<file path="config.mk">
export PLATFORM = sky130hd
export DESIGN_NAME = i2c_slave_responder
export DESIGN_NICKNAME = d
export VERILOG_FILES = /design/src/rtl/i2c_pkg.sv /design/src/rtl/i2c_regfile.sv /design/src/rtl/i2c_slave_responder.sv
export SDC_FILE = /design/constraint.sdc
export NUM_CORES = 1
export LEC_CHECK = 0
export BUFFER_PORTS_ARGS = -buffer_cell sky130_fd_sc_hd__buf_2
export CAP_MARGIN = 20
export CORE_AREA = 8 8 119 121
export CTS_CLUSTER_SIZE = 16
export DETAILED_ROUTE_END_ITERATION = 6
export DIE_AREA = 0 0 127 129
export GPL_TIMING_DRIVEN = 0
export PLACE_DENSITY = 0.73
export SLEW_MARGIN = 20
export SYNTH_ARGS = -nofsm -noshare
export SYNTH_HDL_FRONTEND = slang
export SYNTH_HIERARCHICAL = 1
export SYNTH_SLANG_ARGS = --single-unit
</file>
<file path="constraint.sdc">
create_clock -name clk -period 2.5 [get_ports clk]
set_input_delay 0.5 -clock clk [delete_from_list [all_inputs] [get_ports clk]]
set_output_delay 0.5 -clock clk [all_outputs]
set_load 0.02 [all_outputs]
</file>
<file path="src/rtl/i2c_pkg.sv">
// Shared types and constants for the byte-level I2C target responder.
// Latency: n/a (declarations only).
// Backpressure: n/a.
package i2c_pkg;

    typedef enum logic [3:0] {
        S_IDLE    = 4'd0,
        S_ACK     = 4'd1,
        S_WAIT_WR = 4'd2,
        S_READ    = 4'd3
    } state_t;

    // Active-low acknowledge as seen on the master's i_ACK input.
    localparam logic ACK  = 1'b0;
    localparam logic NACK = 1'b1;

    // LSB of the address byte; this target treats 1 as a write.
    localparam logic RW_WRITE = 1'b1;
    localparam logic RW_READ  = 1'b0;

endpackage

</file>
<file path="src/rtl/i2c_regfile.sv">
// DEPTH x 8 register file: synchronous write, registered read, synchronous clear.
// Latency: write lands at the enabling edge; read data appears one edge after rd_en.
// Backpressure: none; rd_data holds its last value until the next rd_en.
module i2c_regfile #(
    parameter int DEPTH = 16,
    parameter int PTR_W = 4
) (
    input  logic             clk,
    input  logic             rst,
    input  logic             wr_en,
    input  logic [PTR_W-1:0] wr_addr,
    input  logic [7:0]       wr_data,
    input  logic             rd_en,
    input  logic [PTR_W-1:0] rd_addr,
    output logic [7:0]       rd_data
);

    logic [7:0] mem [DEPTH];

    // Storage update, clear on reset, and the held read register.
    always_ff @(posedge clk) begin
        if (rst) begin
            for (int i = 0; i < DEPTH; i++) begin
                mem[i] <= 8'h00;
            end
            rd_data <= 8'h00;
        end else begin
            if (wr_en) begin
                mem[wr_addr] <= wr_data;
            end
            if (rd_en) begin
                rd_data <= mem[rd_addr];
            end
        end
    end

endmodule

</file>
<file path="src/rtl/i2c_slave_responder.sv">
// Byte-level I2C target: ACKs its address, writes/reads one byte through an auto-incrementing pointer.
// Latency: ACK low the cycle after the address edge, read data one cycle later, o_wr_done the cycle after data.
// Backpressure: none; bytes arriving in ACK/READ are dropped, a late write byte yields o_timeout.
module i2c_slave_responder
    import i2c_pkg::*;
#(
    parameter logic [6:0] SLAVE_ADDR = 7'h50,
    parameter int         DEPTH      = 16,
    parameter int         PTR_W      = 4,
    parameter int         TIMEOUT    = 255
) (
    input  logic             clk,
    input  logic             i_rst,
    input  logic [7:0]       i_SDA,
    input  logic             i_SDA_valid,
    output logic             o_ACK,
    output logic [7:0]       o_SDA,
    output logic             o_SDA_valid,
    output logic             o_wr_done,
    output logic             o_timeout,
    output logic [PTR_W-1:0] o_ptr,
    output logic             o_busy
);

    localparam int CNT_W = $clog2(TIMEOUT + 1);

    state_t           state_q, state_d;
    logic             rw_q, rw_d;
    logic [CNT_W-1:0] cnt_q, cnt_d;
    logic [PTR_W-1:0] ptr_q, ptr_d;
    logic             ack_d, sda_vld_d, wr_done_d, timeout_d;
    logic             wr_en, rd_en;

    // State, pointer, counter and every output strobe are registered here.
    always_ff @(posedge clk) begin
        if (i_rst) begin
            state_q     <= S_IDLE;
            rw_q        <= RW_READ;
            cnt_q       <= '0;
            ptr_q       <= '0;
            o_ACK       <= NACK;
            o_SDA_valid <= 1'b0;
            o_wr_done   <= 1'b0;
            o_timeout   <= 1'b0;
            o_busy      <= 1'b0;
        end else begin
            state_q     <= state_d;
            rw_q        <= rw_d;
            cnt_q       <= cnt_d;
            ptr_q       <= ptr_d;
            o_ACK       <= ack_d;
            o_SDA_valid <= sda_vld_d;
            o_wr_done   <= wr_done_d;
            o_timeout   <= timeout_d;
            o_busy      <= (state_d != S_IDLE);
        end
    end

    // Next-state and next-output decode for the transaction FSM.
    always_comb begin
        state_d   = state_q;
        rw_d      = rw_q;
        cnt_d     = cnt_q;
        ptr_d     = ptr_q;
        ack_d     = NACK;
        sda_vld_d = 1'b0;
        wr_done_d = 1'b0;
        timeout_d = 1'b0;
        wr_en     = 1'b0;
        rd_en     = 1'b0;
        case (state_q)
            S_IDLE: begin
                if (i_SDA_valid && (i_SDA[7:1] == SLAVE_ADDR)) begin
                    rw_d    = i_SDA[0];
                    ack_d   = ACK;
                    state_d = S_ACK;
                end
            end
            S_ACK: begin
                cnt_d = '0;
                if (rw_q == RW_WRITE) begin
                    state_d = S_WAIT_WR;
                end else begin
                    // Launch the read on the way into READ so o_SDA is valid
                    // during the READ cycle itself, two cycles after the address.
                    rd_en     = 1'b1;
                    sda_vld_d = 1'b1;
                    ptr_d     = ptr_q + PTR_W'(1);
                    state_d   = S_READ;
                end
            end
            S_WAIT_WR: begin
                // A data byte on the final window cycle still wins over the timeout.
                if (i_SDA_valid) begin
                    wr_en     = 1'b1;
                    wr_done_d = 1'b1;
                    ptr_d     = ptr_q + PTR_W'(1);
                    state_d   = S_IDLE;
                end else if (cnt_q == CNT_W'(TIMEOUT - 1)) begin
                    timeout_d = 1'b1;
                    state_d   = S_IDLE;
                end else begin
                    cnt_d = cnt_q + CNT_W'(1);
                end
            end
            S_READ: begin
                state_d = S_IDLE;
            end
            default: begin
                state_d = S_IDLE;
            end
        endcase
    end

    assign o_ptr = ptr_q;

    i2c_regfile #(
        .DEPTH (DEPTH),
        .PTR_W (PTR_W)
    ) u_regfile (
        .clk     (clk),
        .rst     (i_rst),
        .wr_en   (wr_en),
        .wr_addr (ptr_q),
        .wr_data (i_SDA),
        .rd_en   (rd_en),
        .rd_addr (ptr_q),
        .rd_data (o_SDA)
    );

endmodule

</file>
* Word level (Yosys, flattened, before mapping)
Memory sizes are Yosys's and may differ from the RTL's. A register that Yosys moved wholly into a read port is not among the register bits.
Cells that the tools add are included.
Widths: inputs -> output; s select.
** Word-level totals
- Memories kept :: 1
- Latch bits :: 0
- Input port bits :: 11
- Memory bits (read-only) :: 0
- Output and inout port bits :: 17
- RAM bits :: 128
- Register bits after elaboration :: 22
- Word-level logic and storage cells :: 57
** Memory list
- u_regfile.mem :: words 16, width 8, read ports 1, clocked after memory_dff 1, write ports 16, line i2c_regfile.sv:18 : logic [7:0] mem [DEPTH];
** Cells by class
- Multipliers :: 0
- Multiplexer cells :: 25
- Reductions and logical operators :: 10
- Bitwise logic cells :: 2
- $lt $le $gt $ge :: 0
- Div/mod/pow operators :: 0
- Shifts and indexed selects :: 0
- Equality and inequality tests :: 8
- Add/sub/neg operators :: 2
** Operator list (count)
- $mux 4 :: 6
- $mux 8 :: 3
- $pmux 8 s2 :: 1
- $mux 1 :: 13
- $pmux 4 s3 :: 1
- $add 8x1->8 const B :: 1
- $eq 8x8->1 const B :: 1
- $ne 2x2->1 const B :: 4
- $pmux 4 s2 :: 1
- $reduce_or 8->1 :: 1
- $eq 7x7->1 const B :: 1
- $reduce_and 3->1 :: 2
- $add 4x1->4 const B :: 1
- $eq 4x1->1 const B :: 1
- $eq 4x2->1 const B :: 1
- $logic_not 4->1 :: 1
- $reduce_bool 4->1 :: 1
- $reduce_or 3->1 :: 1
- $not 1->1 :: 2
- $reduce_and 2->1 :: 1
- $reduce_bool 2->1 :: 1
- $reduce_or 2->1 :: 1
- $logic_and 1x1->1 :: 1

* Depth between registers and ports, before layout
Gate-level depths: netlist of run 1.
- Depth in word-level cells :: 7
- Depth in mapped cells :: 7
- Gate-level depth less buffers :: 7

* Hierarchy
Netlist of run 1, hierarchy kept.
** By module, submodules not included
- i2c_regfile :: cells an instance 470, instances 1, area each 6224.7 µm², sequential area each 4003.8 µm²
- i2c_slave_responder :: cells an instance 98, instances 1, area each 964.7 µm², sequential area each 440.4 µm²

* Worst setup path before layout of run 1
No wires, ideal clock.
- Kind :: input -> register
- From :: in i_SDA_valid
- To :: mem u_regfile.mem[0][0], enable pin
- Library setup time :: 0.309 ns
- Arrival :: 1.914 ns
- Required time :: 2.191 ns
- Path buffers :: 0
- Stages :: 5
- Setup slack :: 0.277 ns
- Cell sequence :: nor3b_1 > and3b_2 > or4b_4 > nor3_2 > or2_2
** RTL lines
- start, declared :: line i2c_slave_responder.sv:15 : input logic i_SDA_valid,
- end, declared :: line i2c_regfile.sv:18

==> tab_implementation.tex, run 1 <==
\begin{tabular}{lr}
\hline
Metric & Value \\
\hline
\multicolumn{2}{l}{\textbf{Outcome}} \\
Result of the run & complete, no violations \\
\multicolumn{2}{l}{\textbf{Timing}} \\
Maximum clock rate & 426.4 MHz \\
RSZ-0062 raised after global routing & false \\
Slew Viols, Final & 0 \\
Final critical-path required period & 2.345 ns \\
Number of endpoints with negative hold slack in the final report & 0 \\
Worst setup slack after layout & 0.1545 ns \\
Fraction of the cycle the final worst path needs & 93.82\% \\
Slew at the pin closest to its max-slew limit & 0.7435 ns \\
Final setup vio count & 0 \\
Worst max-slew margin expressed relative to the limit & 50.43\% \\
Post-route clock skew & 0.008696 ns \\
\multicolumn{2}{l}{\textbf{Synth}} \\
Async set-reset flop share out of synthesis & 0\% \\
Distinct cell type count after synthesis & 46 \\
Yosys warning count & 6 \\
Register bit count reported by yosys & 158 \\
Compound-gate portion of the synthesized area & 4.856\% \\
Dominant combinational cell family by area after synthesis & simple AND/OR/NAND/NOR gates \\
Area share of and/or/nand/nor cells after synthesis & 21.21\% \\
Mean Syn Cell Area & 12.66 um2 \\
Mux share of post-synthesis cell area & 9.346\% \\
Adder-Cell Fraction of Synth Area & 0.5221\% \\
EDFF count, synth & 128 \\
Area of the mapped netlist & 7189 um2 \\
Synth Instances & 568 \\
Fraction of synthesized cell area in xor and xnor cells & 0.6091\% \\
Synth Flop Type & sky130\_fd\_sc\_hd\_\_edfxtp\_1 \\
Sequential fraction of the synthesis area & 61.82\% \\
\multicolumn{2}{l}{\textbf{Setup path}} \\
CP cell instances & nor3b\_1 -> and3b\_2 -> nand4bb\_1 -> nor3\_1 -> or2\_2 \\
Worst path required time & 2.62 ns \\
Delay of the slowest critical-path stage & 0.59 ns \\
Slowest cell on crit path & sky130\_fd\_sc\_hd\_\_nor3\_1 \\
Critical Path Source Type & register \\
Maximum fanout along the worst path & 9 \\
Reg2Reg Launch Point & state\_q[2]\$\_SDFF\_PP0\_ \\
Critical Setup Path Class & reg -> reg \\
Crit path from & state\_q[2]\$\_SDFF\_PP0\_ \\
Data arrival time of the worst path & 2.46 ns \\
Endpoint type of the worst setup path & register \\
\multicolumn{2}{l}{\textbf{Detailed routing}} \\
First-iteration detailed-routing DRC count & 381 \\
DRC violation count after routing & 0 \\
Post-route antenna net violation count & 0 \\
Via-to-Cell Ratio & 5.999 \\
Detailed-route wire length & 16,900 um \\
Average wire per standard cell & 21.72 um \\
Via total after detailed routing & 4,667 \\
TritonRoute pass-1 iters & 4 \\
\multicolumn{2}{l}{\textbf{Placement}} \\
Detailed placement HPWL & 11,720 um \\
Post-placement setup slack & -0.2570 ns \\
Number of input and output port buffers inserted & 27 \\
Routability-driven placement congestion ratio & 0.8808 \\
\multicolumn{2}{l}{\textbf{Power}} \\
Leakage power figure & 2.911 nW \\
Worst-case vdd ir drop & 442.3 uV \\
Total power density per cell area & 688.5 nW/um2 \\
Total Power & 5.580 mW \\
\multicolumn{2}{l}{\textbf{Run}} \\
Number of maximum-capacitance constraint violations & 0 \\
\multicolumn{2}{l}{\textbf{Global route}} \\
Number of global-route vias before repair & 4,610 \\
Total GRT Usage & 21.52\% \\
Wire length of the first global-routing pass & 25,540 um \\
Total global routing overflow & 0 \\
Largest net degree at the start of global routing & 17 \\
Initial antenna violation count & 0 \\
\multicolumn{2}{l}{\textbf{Layout}} \\
Leading cell type in the layout, fill and taps excluded & sky130\_fd\_sc\_hd\_\_and2\_1 \\
Final core utilization & 65.82\% \\
Fraction of layout instances using a drive strength above 1 & 14.97\% \\
Signed area change from the synthesized netlist to the final layout & 12.72\% \\
Filler cells & 924 \\
Leading cell types in the layout, fill and taps excluded & sky130\_fd\_sc\_hd\_\_and2\_1, sky130\_fd\_sc\_hd\_\_edfxtp\_1, sky130\_fd\_sc\_hd\_\_mux2i\_1 \\
Footprint of the multi-input gates & 2656 um2 \\
Footprint of the flip-flops and latches & 4444 um2 \\
Total inserted antenna cells & 0 \\
Number of nets in the final layout & 629 \\
\multicolumn{2}{l}{\textbf{Floorplan}} \\
Die Ht & 129 um \\
Die footprint & 16,380 um2 \\
Top-Level Pins & 28 \\
Standard-cell row count & 41 \\
Horiz. Die Dim & 127 um \\
Initial cell density of the core & 58.39\% \\
Std-Cell Core Area & 12,310 um2 \\
\multicolumn{2}{l}{\textbf{Clock network}} \\
TritonCTS clock tree & done \\
Number of setup buffers added after CTS & 0 \\
Clock Root Buffer & sky130\_fd\_sc\_hd\_\_clkbuf\_16 \\
Skew-Pair Late Insertion Delay & 0.42 ns \\
Buffers from clock root to sink, at most & 2 \\
Number of CTS-inserted buffers & 17 \\
Hold-fix buffers at CTS & 0 \\
Post-CTS clock slew at the launch and capture registers of the worst setup and hold paths & 0.06 ns \\
Sink Count & 158 \\
H-tree level count & 4 \\
\multicolumn{2}{l}{\textbf{Hold path}} \\
Worst min-delay path startpoint & i\_rst \\
Hold/Removal Path Class & in -> reg \\
\hline
\end{tabular}
==> critical path: cells and delay by family, from the launching register on <==
kind | cells | cell delay (ns)
flip-flops | 1 | 0.34
AND/OR/NAND/NOR | 5 | 1.70
==> registers in the layout, indices dropped and copies added, names as in the netlist <==
register / count
u_regfile/mem: 128
cnt_q: 8
u_regfile/rd_data: 8
o_ptr: 4
state_q: 4
o_ACK: 1
o_SDA_valid: 1
o_busy: 1
o_timeout: 1
o_wr_done: 1
rw_q: 1
==> report_power, final <==
part / total [mW] / internal [mW] / leakage (nW) / switching (mW)
Clock: 2.44 / 1.51 / 0.280 / 0.938
Combinational: 0.178 / 0.0430 / 1.13 / 0.135
Sequential: 2.96 / 2.93 / 1.50 / 0.0300
Total: 5.58 / 4.48 / 2.91 / 1.10
==> path summary, 6_finish.rpt <==
path | slack (ns) | to | cells past startpoint
max | 0.15 | u_regfile/mem[1][3]$_SDFFCE_PN0P_ | 5
min | 0.39 | state_q[0]$_SDFF_PP0_ | 2
max reg2reg | 0.15 | u_regfile/mem[1][3]$_SDFFCE_PN0P_ | 5
min reg2reg | 0.45 | u_regfile/rd_data[4]$_SDFFE_PP0P_ | 2
==> layer usage <==
| metal | track usage (%) | vias up | wire length [um] |
|---|---|---|---|
| met5 | 0 | - | 0 |
| met4 | 12.67 | 0 | 668 |
| met3 | 4.137 | 46 | 1039 |
| met2 | 34.26 | 188 | 8096 |
| met1 | 27.04 | 2291 | 7097 |
| li1 | - | 2142 | - |
==> cells in the mapped netlist, types with 2 or more instances <==
| library cell | n | share of area (%) |
|---|---|---|
| sky130_fd_sc_hd__a21oi_1 | 13 | 0.90 |
| sky130_fd_sc_hd__a22oi_1 | 24 | 2.5 |
| sky130_fd_sc_hd__and2_1 | 129 | 11 |
| sky130_fd_sc_hd__and3_1 | 2 | 0.17 |
| sky130_fd_sc_hd__and3b_2 | 2 | 0.28 |
| sky130_fd_sc_hd__buf_2 | 7 | 0.49 |
| sky130_fd_sc_hd__clkbuf_1 | 18 | 0.94 |
| sky130_fd_sc_hd__dfxtp_1 | 30 | 8.4 |
| sky130_fd_sc_hd__edfxtp_1 | 128 | 53 |
| sky130_fd_sc_hd__ha_1 | 3 | 0.52 |
| sky130_fd_sc_hd__inv_1 | 3 | 0.16 |
| sky130_fd_sc_hd__mux2i_1 | 66 | 9.2 |
| sky130_fd_sc_hd__nand2_1 | 20 | 1.0 |
| sky130_fd_sc_hd__nand2b_1 | 4 | 0.35 |
| sky130_fd_sc_hd__nand3_1 | 28 | 1.9 |
| sky130_fd_sc_hd__nand4_1 | 2 | 0.17 |
| sky130_fd_sc_hd__nand4bb_1 | 2 | 0.31 |
| sky130_fd_sc_hd__nor2_1 | 21 | 1.1 |
| sky130_fd_sc_hd__nor2_2 | 4 | 0.35 |
| sky130_fd_sc_hd__nor2b_1 | 3 | 0.26 |
| sky130_fd_sc_hd__nor3_1 | 4 | 0.28 |
| sky130_fd_sc_hd__nor3b_1 | 3 | 0.31 |
| sky130_fd_sc_hd__o2111ai_1 | 2 | 0.24 |
| sky130_fd_sc_hd__o211ai_1 | 3 | 0.31 |
| sky130_fd_sc_hd__o21ai_0 | 4 | 0.28 |
| sky130_fd_sc_hd__or2_2 | 17 | 1.5 |
| sky130_fd_sc_hd__or3_1 | 3 | 0.26 |
| sky130_fd_sc_hd__or4b_4 | 2 | 0.38 |
| sky130_fd_sc_hd__xor2_1 | 4 | 0.49 |
==> cell families after synthesis <==
kind of cell	after synthesis
and+or+nand+nor	256
AOI/OAI and AO/OA	50
buffers and inverters	28
other	1
muxes	67
adders and majority gates	3
xor gates and xnor gates	5
DFF	158
==> timing repair <==
action                     in CTS  in global routing
setup endpoints to repair       2                 24
hold endpoints to repair        0                  0
resized for setup               1                  3
==> cell type report <==
cell class / count / area share (%)
Sequential cell: 158 / 54.84
Multi-Input combinational cell: 383 / 32.78
Clock buffer: 26 / 6.315
Tap cell: 150 / 2.316
Timing Repair Buffer: 27 / 1.667
Buffer: 25 / 1.266
Clock inverter: 6 / 0.6793
Inverter: 3 / 0.1390
==> stage by stage <==
step | hold WS (ns) | instances | instance area, um2 | setup TNS (ns)
2_1_floorplan | 0.4525 | 569 | 7193 | 0
3_3_place_gp | 0.4369 | 746 | 7516 | -5.318
3_5_place_dp | 0.4363 | 746 | 7516 | -8.901
4_1_cts | 0.3699 | 778 | 8088 | 0
5_1_grt | 0.3854 | 778 | 8104 | 0
6_report | 0.3859 | 778 | 8104 | 0
No activity file was read; power rests on OpenSTA's default activity.
==> run 2, diff against run 1 <==
--- a/config.mk
+++ b/config.mk
@@ -8,10 +8,9 @@
 export BUFFER_PORTS_ARGS = -buffer_cell sky130_fd_sc_hd__buf_2
 export CAP_MARGIN = 20
-export CORE_AREA = 8 8 119 121
+export CORE_AREA = 8 8 136 138
 export CTS_CLUSTER_SIZE = 16
 export DETAILED_ROUTE_END_ITERATION = 6
-export DIE_AREA = 0 0 127 129
+export DIE_AREA = 0 0 144 146
 export GPL_TIMING_DRIVEN = 0
-export PLACE_DENSITY = 0.73
 export SLEW_MARGIN = 20
 export SYNTH_ARGS = -nofsm -noshare
==> constraint.sdc (replaced) <==
create_clock -name clk -period 2.5 [get_ports clk]
set_input_delay 0 -clock clk [delete_from_list [all_inputs] [get_ports clk]]
set_output_delay 0 -clock clk [all_outputs]
set_load 0.02 [all_outputs]
==> run 2 against run 1 <==
Worst hold slack worse by 0.34 ns; core utilization down 15 points; die area up 28%; wire length up 5.8%; combinational power up 6%; power down 0.90%; sequential cell count unchanged; sequential power about the same; largest cell class unchanged.
==> tab_implementation.tex, run 2 (synthesis results as in run 1) <==
\begin{tabular}{lr}
\hline
Metric & Value \\
\hline
\multicolumn{2}{l}{\textbf{Outcome}} \\
Result of the run & complete, no violations \\
\multicolumn{2}{l}{\textbf{Layout}} \\
Total inserted antenna cells & 0 \\
Final core utilization & 50.58\% \\
Final cell area excluding filler cells & 8239 um2 \\
Largest register by flop count & u\_regfile/mem \\
Signed area change from the synthesized netlist to the final layout & 14.60\% \\
Leading cell types in the layout, fill and taps excluded & sky130\_fd\_sc\_hd\_\_and2\_1, sky130\_fd\_sc\_hd\_\_edfxtp\_1, sky130\_fd\_sc\_hd\_\_mux2i\_1 \\
Fraction of layout instances using a drive strength above 1 & 16.64\% \\
Largest regs & u\_regfile/mem x128, cnt\_q x8, u\_regfile/rd\_data x8 \\
Number of nets in the final layout & 632 \\
Filler cells & 1,437 \\
Leading cell type in the layout, fill and taps excluded & sky130\_fd\_sc\_hd\_\_and2\_1 \\
Max reg flops & 128 \\
\multicolumn{2}{l}{\textbf{Timing}} \\
Maximum clock rate & 419.8 MHz \\
Slew at the pin closest to its max-slew limit & 0.7821 ns \\
Number of endpoints with negative hold slack in the final report & 0 \\
RSZ-0062 raised after global routing & true \\
Post-route clock skew & 0.009900 ns \\
Final setup vio count & 0 \\
Worst max-slew margin expressed relative to the limit & 47.86\% \\
Final critical-path required period & 2.382 ns \\
Hold Slack & 0.04488 ns \\
Worst setup slack after layout & 0.1178 ns \\
Fraction of the cycle the final worst path needs & 95.29\% \\
Slew Viols, Final & 0 \\
\multicolumn{2}{l}{\textbf{Clock network}} \\
TritonCTS clock tree & done \\
H-tree level count & 4 \\
Buffers from clock root to sink, at most & 2 \\
Sink Count & 158 \\
Skew-Pair Late Insertion Delay & 0.42 ns \\
Number of CTS-inserted buffers & 17 \\
Clock Root Buffer & sky130\_fd\_sc\_hd\_\_clkbuf\_16 \\
Post-CTS clock slew at the launch and capture registers of the worst setup and hold paths & 0.06 ns \\
Number of setup buffers added after CTS & 0 \\
\multicolumn{2}{l}{\textbf{Setup path}} \\
Endpoint type of the worst setup path & register \\
Register-to-Register Path Depth & 5 \\
Worst path required time & 2.61 ns \\
Worst setup path endpoint & u\_regfile/mem[3][6]\$\_SDFFCE\_PN0P\_ \\
Maximum fanout along the worst path & 9 \\
Flop-to-flop setup slack & 0.12 ns \\
Critical Path Source Type & register \\
Data arrival time of the worst path & 2.49 ns \\
Endpoint of the worst-slack reg-to-reg timing path & u\_regfile/mem[3][6]\$\_SDFFCE\_PN0P\_ \\
Crit path from & state\_q[2]\$\_SDFF\_PP0\_ \\
Reg2Reg Launch Point & state\_q[2]\$\_SDFF\_PP0\_ \\
Critical Setup Path Class & reg -> reg \\
\multicolumn{2}{l}{\textbf{Detailed routing}} \\
First-iteration detailed-routing DRC count & 311 \\
Average wire per standard cell & 21.00 um \\
Detailed-route wire length & 17,870 um \\
Via-to-Cell Ratio & 5.348 \\
TritonRoute pass-1 iters & 5 \\
DRC violation count after routing & 0 \\
Via total after detailed routing & 4,551 \\
Post-route antenna net violation count & 0 \\
\multicolumn{2}{l}{\textbf{Placement}} \\
Routability-driven placement congestion ratio & 0.8301 \\
Area post-placement & 7604 um2 \\
Post-placement setup slack & -0.1283 ns \\
Detailed placement HPWL & 12,590 um \\
Number of input and output port buffers inserted & 27 \\
\multicolumn{2}{l}{\textbf{Power}} \\
Leakage power figure & 2.922 nW \\
Total power density per cell area & 671.1 nW/um2 \\
Worst-case vdd ir drop & 479.0 uV \\
\multicolumn{2}{l}{\textbf{Global route}} \\
Total GRT Usage & 17.80\% \\
Number of global-route vias before repair & 4,621 \\
Wire length of the first global-routing pass & 27,010 um \\
Total global routing overflow & 0 \\
Largest net degree at the start of global routing & 17 \\
Initial antenna violation count & 0 \\
\multicolumn{2}{l}{\textbf{Floorplan}} \\
Top-Level Pins & 28 \\
Initial cell density of the core & 44.14\% \\
Std-Cell Core Area & 16,290 um2 \\
Standard-cell row count & 47 \\
Horiz. Die Dim & 144 um \\
Die Ht & 146 um \\
Die footprint & 21,020 um2 \\
\multicolumn{2}{l}{\textbf{Run}} \\
Number of maximum-capacitance constraint violations & 0 \\
\multicolumn{2}{l}{\textbf{Hold path}} \\
Hold/Removal Path Class & in -> reg \\
\hline
\end{tabular}
## run 2: changes by cell type in the layout (fill, tap and decap cells not counted), moves of 3 or more
cell                            previous run  this run
sky130_fd_sc_hd__clkbuf_1                 24        21
sky130_fd_sc_hd__nor2_2                    4         7
sky130_fd_sc_hd__nor2_4                    0         3
sky130_fd_sc_hd__nor2_1                   21        15
sky130_fd_sc_hd__dlygate4sd3_1             0         3
## run 2: worst min-delay path by stage
stage,from,end,slack [ns],depth (start not counted)
2_1_floorplan,i_rst,state_q[0]$_SDFF_PP0_,0.06,1
3_3_place_gp,i_rst,state_q[0]$_SDFF_PP0_,0.32,2
3_5_place_dp,i_rst,state_q[0]$_SDFF_PP0_,0.33,2
4_1_cts,i_SDA[7],u_regfile/mem[2][7]$_SDFFCE_PN0P_,0.04,2
5_1_grt,i_SDA[5],u_regfile/mem[4][5]$_SDFFCE_PN0P_,0.04,2
6_report,i_SDA[5],u_regfile/mem[4][5]$_SDFFCE_PN0P_,0.04,2
## run 2: cell type report
type | instances | area [um2] | area share, %
tap | 220 | 275.3 | 3.341
sequential | 158 | 4444 | 53.94
clock buffer | 23 | 489.2 | 5.938
clock inverter | 9 | 57.56 | 0.6986
multi-input combinational | 383 | 2694 | 32.70
inverter | 3 | 11.26 | 0.1367
timing repair buffer | 30 | 165.2 | 2.005
buffer | 25 | 102.6 | 1.245
## run 2: report_power, final
part           total [mW]  internal, mW  switching (mW)
clock network        2.39          1.38            1.01
registers            2.96          2.93          0.0287
logic               0.188        0.0466           0.142
## run 2: critical path, cell delays in order (launching register included)
cell and delay, ns:
sky130_fd_sc_hd__dfxtp_1 0.35, sky130_fd_sc_hd__nor3b_1 0.28, sky130_fd_sc_hd__and3b_2 0.30, sky130_fd_sc_hd__nand4b_1 0.27, sky130_fd_sc_hd__nor3_2 0.51, sky130_fd_sc_hd__or2_2 0.35
## run 2: layer usage
layer  vias to the layer above  GRT usage (%)  share of wire (%)
li1                       2152              -                  -
met1                      2249          21.55                 43
met5                         -              0                  0
met2                       122          30.07                 50
met3                        28          4.101                4.9
met4                         0          6.575                2.2
## run 2: timing repair
item / 4_1_cts / 5_1_grt
hold buffers: 3 / 0
resized for setup: 2 / 13
pin swaps: 0 / 0
setup endpoints to repair: 16 / 104
endpoints found under the hold margin: 5 / 0
## run 2: stage by stage
step                      cells  total power [mW]  setup TNS [ns]
after global routing        851             5.683          -1.779
after floorplan             569             3.091               0
after detailed placement    816             3.198          -1.137
after global placement      816             3.189          -1.351
after CTS                   851             5.560               0
final                       851             5.530               0
